$ cat src/rtl/rx_frame_splitter_if.sv
// Bundles the MAC RX byte stream, the header/body FIFO write ports and the
// drop counter of one rx_frame_splitter instance.
// master: the environment (MAC + FIFOs); slave: the splitter itself.
interface rx_frame_splitter_if;
    logic [7:0]   rx_data;
    logic         rx_valid;
    logic         rx_sop;
    logic         rx_eop;
    logic         rx_err;
    logic [127:0] h_fifo_din;
    logic         h_fifo_wren;
    logic         h_fifo_full;
    logic [8:0]   b_fifo_din;
    logic         b_fifo_wren;
    logic         b_fifo_afull;
    logic [15:0]  drop_cnt;

    modport master (
        output rx_data, rx_valid, rx_sop, rx_eop, rx_err, h_fifo_full, b_fifo_afull,
        input  h_fifo_din, h_fifo_wren, b_fifo_din, b_fifo_wren, drop_cnt
    );

    modport slave (
        input  rx_data, rx_valid, rx_sop, rx_eop, rx_err, h_fifo_full, b_fifo_afull,
        output h_fifo_din, h_fifo_wren, b_fifo_din, b_fifo_wren, drop_cnt
    );
endinterface

$ cat src/rtl/rx_frame_splitter.sv
// Splits each received frame into a 128-bit header word and a delimited body
// byte stream. The header is pushed together with the last body byte, so a
// header visible in H_FIFO always has its complete body in B_FIFO.
module rx_frame_splitter #(
    parameter int unsigned PORT_ID = 0,
    parameter int unsigned MAX_LEN = 1518,
    parameter int unsigned MIN_LEN = 15
) (
    input  logic               clk,
    input  logic               arst_n,
    rx_frame_splitter_if.slave bus
);
    typedef enum logic [1:0] {S_IDLE, S_HDR, S_BODY, S_DROP} state_t;

    localparam logic [10:0] LAST_IDX    = 11'(MAX_LEN - 1);
    localparam logic [10:0] HDR_LAST    = 11'd13;
    localparam logic [1:0]  PORT_BITS   = 2'(PORT_ID);
    // 01:80:C2:00:00:0x with the low nibble of the last byte left open
    localparam logic [43:0] CTRL_DST_HI = 44'h0180C200000;

    // Frames shorter than 15 bytes never leave S_HDR, so MIN_LEN only has to
    // be sane; longer short frames commit like any other frame.
    generate
        if (MIN_LEN < 15 || MAX_LEN < 15 || MAX_LEN > 2047 || MIN_LEN > MAX_LEN || PORT_ID > 3) begin : g_param_check
            $error("rx_frame_splitter: parameter out of range");
        end
    endgenerate

    state_t        state_reg, state_next;
    logic [10:0]   cnt_reg, cnt_next;
    logic [111:0]  hdr_reg, hdr_next;
    logic [127:0]  h_din_reg, h_din_next;
    logic          h_wren_reg, h_wren_next;
    logic [8:0]    b_din_reg, b_din_next;
    logic          b_wren_reg, b_wren_next;
    logic [15:0]   drop_reg, drop_next;
    logic          drop_inc;
    logic          sop, eop, ctrl_hit, at_limit;

    assign sop      = bus.rx_valid & bus.rx_sop;
    assign eop      = bus.rx_valid & bus.rx_eop;
    assign ctrl_hit = (hdr_reg[111:68] == CTRL_DST_HI);
    assign at_limit = (cnt_reg == LAST_IDX);

    function automatic logic [127:0] make_hdr(input logic err, input logic [10:0] len,
                                              input logic trunc, input logic ctrl,
                                              input logic [111:0] fields);
        return {err, len, trunc, ctrl, PORT_BITS, fields};
    endfunction

    // Next-state, header capture, FIFO write and drop decisions for one beat
    always_comb begin
        state_next  = state_reg;
        cnt_next    = cnt_reg;
        hdr_next    = hdr_reg;
        h_din_next  = h_din_reg;
        h_wren_next = 1'b0;
        b_din_next  = b_din_reg;
        b_wren_next = 1'b0;
        drop_inc    = 1'b0;
        drop_next   = drop_reg;

        case (state_reg)
            S_IDLE: begin
                // sop&eop on the same beat is a one-byte runt: nothing to do
                if (sop && !eop) begin
                    if (bus.h_fifo_full || bus.b_fifo_afull) begin
                        drop_inc   = 1'b1;
                        state_next = S_DROP;
                    end else begin
                        hdr_next   = {104'd0, bus.rx_data};
                        cnt_next   = 11'd1;
                        state_next = S_HDR;
                    end
                end
            end
            S_HDR: begin
                if (sop) begin
                    // Nothing was written yet, so restart on the new frame
                    drop_inc   = 1'b1;
                    hdr_next   = {104'd0, bus.rx_data};
                    cnt_next   = 11'd1;
                    state_next = eop ? S_IDLE : S_HDR;
                end else if (eop) begin
                    state_next = S_IDLE;
                end else if (bus.rx_valid) begin
                    hdr_next = {hdr_reg[103:0], bus.rx_data};
                    cnt_next = cnt_reg + 11'd1;
                    if (cnt_reg == HDR_LAST) begin
                        state_next = S_BODY;
                    end
                end
            end
            S_BODY: begin
                if (sop) begin
                    // Missing eop: close the old frame with a pad delimiter
                    b_wren_next = 1'b1;
                    b_din_next  = {1'b1, 8'h00};
                    h_wren_next = 1'b1;
                    h_din_next  = make_hdr(1'b1, cnt_reg, 1'b0, ctrl_hit, hdr_reg);
                    drop_inc    = 1'b1;
                    state_next  = eop ? S_IDLE : S_DROP;
                end else if (bus.rx_valid) begin
                    b_wren_next = 1'b1;
                    b_din_next  = {eop | at_limit, bus.rx_data};
                    cnt_next    = cnt_reg + 11'd1;
                    if (eop) begin
                        h_wren_next = 1'b1;
                        h_din_next  = make_hdr(bus.rx_err, cnt_reg + 11'd1, 1'b0, ctrl_hit, hdr_reg);
                        state_next  = S_IDLE;
                    end else if (at_limit) begin
                        h_wren_next = 1'b1;
                        h_din_next  = make_hdr(1'b1, cnt_reg + 11'd1, 1'b1, ctrl_hit, hdr_reg);
                        state_next  = S_DROP;
                    end
                end
            end
            S_DROP: begin
                if (eop) begin
                    state_next = S_IDLE;
                end
            end
            default: begin
                state_next = S_IDLE;
            end
        endcase

        if (drop_inc && (drop_reg != 16'hFFFF)) begin
            drop_next = drop_reg + 16'd1;
        end
    end

    // State, counters and registered FIFO outputs
    always_ff @(posedge clk or negedge arst_n) begin
        if (!arst_n) begin
            state_reg  <= S_IDLE;
            cnt_reg    <= 11'd0;
            hdr_reg    <= 112'd0;
            h_din_reg  <= 128'd0;
            h_wren_reg <= 1'b0;
            b_din_reg  <= 9'd0;
            b_wren_reg <= 1'b0;
            drop_reg   <= 16'd0;
        end else begin
            state_reg  <= state_next;
            cnt_reg    <= cnt_next;
            hdr_reg    <= hdr_next;
            h_din_reg  <= h_din_next;
            h_wren_reg <= h_wren_next;
            b_din_reg  <= b_din_next;
            b_wren_reg <= b_wren_next;
            drop_reg   <= drop_next;
        end
    end

    assign bus.h_fifo_din  = h_din_reg;
    assign bus.h_fifo_wren = h_wren_reg;
    assign bus.b_fifo_din  = b_din_reg;
    assign bus.b_fifo_wren = b_wren_reg;
    assign bus.drop_cnt    = drop_reg;
endmodule
$ cat src/flat_wrapper.sv
// flat-port wrapper written by rule: the top's interface ports become plain ports
module rx_frame_splitter_flat 
#(
    parameter int unsigned PORT_ID = 0,
    parameter int unsigned MAX_LEN = 1518,
    parameter int unsigned MIN_LEN = 15
)
  (clk, arst_n, bus_rx_data, bus_rx_valid, bus_rx_sop, bus_rx_eop, bus_rx_err, bus_h_fifo_full, bus_b_fifo_afull, bus_h_fifo_din, bus_h_fifo_wren, bus_b_fifo_din, bus_b_fifo_wren, bus_drop_cnt);
  rx_frame_splitter_if bus_i ();
  input  logic clk;
  input  logic arst_n;
  input wire logic [$bits(bus_i.rx_data)-1:0] bus_rx_data;
  input wire logic [$bits(bus_i.rx_valid)-1:0] bus_rx_valid;
  input wire logic [$bits(bus_i.rx_sop)-1:0] bus_rx_sop;
  input wire logic [$bits(bus_i.rx_eop)-1:0] bus_rx_eop;
  input wire logic [$bits(bus_i.rx_err)-1:0] bus_rx_err;
  input wire logic [$bits(bus_i.h_fifo_full)-1:0] bus_h_fifo_full;
  input wire logic [$bits(bus_i.b_fifo_afull)-1:0] bus_b_fifo_afull;
  output wire logic [$bits(bus_i.h_fifo_din)-1:0] bus_h_fifo_din;
  output wire logic [$bits(bus_i.h_fifo_wren)-1:0] bus_h_fifo_wren;
  output wire logic [$bits(bus_i.b_fifo_din)-1:0] bus_b_fifo_din;
  output wire logic [$bits(bus_i.b_fifo_wren)-1:0] bus_b_fifo_wren;
  output wire logic [$bits(bus_i.drop_cnt)-1:0] bus_drop_cnt;
  assign bus_i.rx_data = bus_rx_data;
  assign bus_i.rx_valid = bus_rx_valid;
  assign bus_i.rx_sop = bus_rx_sop;
  assign bus_i.rx_eop = bus_rx_eop;
  assign bus_i.rx_err = bus_rx_err;
  assign bus_i.h_fifo_full = bus_h_fifo_full;
  assign bus_i.b_fifo_afull = bus_b_fifo_afull;
  assign bus_h_fifo_din = bus_i.h_fifo_din;
  assign bus_h_fifo_wren = bus_i.h_fifo_wren;
  assign bus_b_fifo_din = bus_i.b_fifo_din;
  assign bus_b_fifo_wren = bus_i.b_fifo_wren;
  assign bus_drop_cnt = bus_i.drop_cnt;
  rx_frame_splitter #(.PORT_ID(PORT_ID), .MAX_LEN(MAX_LEN), .MIN_LEN(MIN_LEN)) u_core (.clk(clk), .arst_n(arst_n), .bus(bus_i));
endmodule
$ cat config.mk
export PLATFORM = sky130hd
export DESIGN_NAME = rx_frame_splitter_flat
export DESIGN_NICKNAME = d
export VERILOG_FILES = /design/src/rtl/rx_frame_splitter_if.sv /design/src/rtl/rx_frame_splitter.sv /design/src/flat_wrapper.sv
export SDC_FILE = /design/constraint.sdc
export NUM_CORES = 1
export LEC_CHECK = 0
export BUFFER_PORTS_ARGS = -buffer_cell sky130_fd_sc_hd__buf_2
export CORE_AREA = 5 5 146 148
export DETAILED_ROUTE_END_ITERATION = 6
export DIE_AREA = 0 0 151 153
export HOLD_SLACK_MARGIN = 0.08
export PLACE_DENSITY_LB_ADDON = 0.15
export SYNTH_ARGS = -nofsm -noshare
export SYNTH_HDL_FRONTEND = slang
export SYNTH_SLANG_ARGS = --single-unit
$ cat constraint.sdc
create_clock -name clk -period 5.13 [get_ports clk]
set_input_delay 0.513 -clock clk [delete_from_list [all_inputs] [get_ports clk]]
set_output_delay 0.513 -clock clk [all_outputs]
set_load 0.05 [all_outputs]
==> metrics <==
status=complete, no violations; P_leak=0.00662 uW; Post-CTS Setup Inserts=0; Req. time, crit path=5550 ps; reg2reg path depth=8; worst reg2reg path startpoint=u_core.state_reg[0]$_DFFE_PN0P_; commonest cells after routing, fill and taps aside=dfrtp_1, nand2_1, buf_2; Util after Layout=68.1%; clk sinks=278; Setup Skew=10.4 ps; Longest Clk Path Bufs=3; Hold Crit Class=primary input to flip-flop; max-cap violations=0; WHS=225 ps; hold path start=bus_rx_data[3]; Slew headroom=34.1%; largest net degree at the start of global routing=217; period utilization=64.4%; layout cells sized above 1=30.5%; Reg2Reg Setup Slack=1830 ps; Final #Nets=1198; Slew Limit Fails=0; worst-skew pair later-pin latency=540 ps; Final min period=3300 ps; post-route cell area=13600 um2; Cells after Synth=1032; CTS tree=yes; H-tree levels=1; dpl hpwl=15.9 mm; CTS buffer count=29; post-synthesis cell area=11600 um2; die height=153 um; antenna-violating nets left=0; WHS Endpoint=u_core.hdr_reg[3]$_DFFE_PN0P_; max reg flops=126; number of global-route vias before repair=7914; vias=8013; GR Overflow Total=0; Synth cell types=53; GP Congestion=0.865; Pwr per Cell Area=502 nW/um2; Peak VDD IR=0.509 mV; final number of setup-violating endpoints=0; sequential share of the synthesized area=59.8%; Synth Area per Inst=11.3 um2; final cell count without fillers=1464; Worst-path clk slew=60 ps; num ports=171; antenna violations before repair=0; placed instance area=12500 um2; Root Driver=clkbuf_16; #FFs+latches synth=278; FP Rows=52; Hold Violations, Final=0; R2R Path End=u_core.bus.h_fifo_din[34]$_DFFE_PN0P_; Initial Util=58.4%; Antenna diodes=0; post-DR wirelength/cell=17.1 um; most common cell after layout, fill and taps aside=dfrtp_1; Yosys warnings=0; Fmax achieved=303 MHz; dpl cells=1412; port buffer count=168; first-pass GRT wire length=41.5 mm; global-route usage over all layers=21.7%; P&R area growth vs syn=16.6%; Residual DRC=0; # fillers=1570; Critical Path Fanout Max=35; drt pass-1 iters=5; hold-fix buffers at CTS=1; Worst Path Arrival=3720 ps; Vias per Instance=5.47; post-route setup TNS=0 ps; CTS resizes=0; Worst Hold Path Cells=2; Worst-Margin Slew=985 ps; startpoint types=flip-flop; DRT iter0 DRCs=613; Core Box Area=19900 um2; Post-Route WL=25.0 mm; Die ar.=23100 um2; RSZ-0062 raised after global routing=no; Die W=151 um; Worst setup EP type=flip-flop; CP Class=flip-flop to flip-flop
==> cells in the mapped netlist (all sizes together) <==
library cell	number	share of area (%)
nor4	10	0.59
o211ai	2	0.17
a41oi	2	0.15
nand4	14	0.75
conb	1	0.032
o41ai	1	0.075
and4	3	0.23
mux2i	2	0.17
clkinv	1	0.032
inv	8	0.26
nor2b	2	0.11
a31oi	3	0.16
or3	2	0.11
nor3	4	0.17
o31ai	7	0.49
o32ai	1	0.14
nand2	244	7.9
nand4b	1	0.075
nor4bb	2	0.17
nor4b	3	0.36
a21o	1	0.065
nand3b	1	0.065
or4	3	0.23
ha	8	0.86
xnor2	19	1.4
buf	41	2.7
nand3	14	0.60
o21ai	132	5.7
clkbuf	28	0.90
or2	2	0.11
o21a	2	0.13
nor2	26	0.84
and3	9	0.48
a21boi	2	0.23
dfrtp	278	60
xor2	5	0.38
o311ai	1	0.075
mux2	125	12
and2	4	0.24
o31a	1	0.075
a21oi	17	0.80
==> per-stage QoR <==
step	setup WS [ps]	power [uW]
floorplan	2970	4170
global placement	1820	4600
detailed placement	1770	4640
CTS	1770	6860
global route	1540	7120
finish	1830	6800
==> where the power goes <==
group	switching [uW]	total [uW]	internal, uW
Sequential	199	2670	2470
Combinational	1410	1930	518
Clock	839	2210	1370
==> cell type report <==
type                       count  area [um2]  area share [%]
multi-input combinational    677        4240            31.3
clock inverter                13         198            1.46
sequential                   278        6960            51.3
inverter                       9        33.8           0.249
tap                          270         338            2.49
timing repair buffer         179         973            7.18
clock buffer                  38         820            6.05
==> critical path: stages, from the launching register on <==
cell and delay (ps):
dfrtp_1 410, inv_1 110, ha_1 340, nand2_1 370
inv_1 190, nand3_1 130, o21ai_4 780, buf_4 450
mux2_2 380
==> cell families (layout without fill, tap and decap cells) <==
kind of cell | Yosys count | after routing | synth area share, %
DFF | 278 | 278 | 59.8
buffers and inverters | 78 | 239 | 3.91
adders and majority gates | 8 | 8 | 0.861
AOI/OAI and AO/OA | 172 | 172 | 8.31
muxes | 127 | 127 | 12.3
other | 1 | 2 | 0.0322
and+or+nand+nor | 344 | 344 | 13.0
xor gates and xnor gates | 24 | 24 | 1.81
==> worst max path at each step <==
stage	from	to	slack, ps
2_1_floorplan	u_core.state_reg[0]$_DFFE_PN0P_	u_core.hdr_reg[6]$_DFFE_PN0P_	2970
3_3_place_gp	bus_rx_valid	u_core.bus.h_fifo_din[43]$_DFFE_PN0P_	1820
3_5_place_dp	bus_rx_valid	u_core.bus.h_fifo_din[34]$_DFFE_PN0P_	1770
4_1_cts	u_core.state_reg[0]$_DFFE_PN0P_	u_core.bus.h_fifo_din[19]$_DFFE_PN0P_	1770
5_1_grt	u_core.state_reg[0]$_DFFE_PN0P_	u_core.bus.h_fifo_din[19]$_DFFE_PN0P_	1540
6_report	u_core.state_reg[0]$_DFFE_PN0P_	u_core.bus.h_fifo_din[34]$_DFFE_PN0P_	1830
==> metal layers <==
| layer | up-vias | part of all wire (%) | global-route usage [%] |
|---|---|---|---|
| met5 | - | 0 | 0 |
| met4 | 0 | 2.1 | 5.01 |
| met3 | 33 | 6.3 | 5.06 |
| met2 | 194 | 47 | 34.1 |
| met1 | 3981 | 45 | 31.2 |
| li1 | 3805 | - | - |
(Power assumes the default switching activity.)
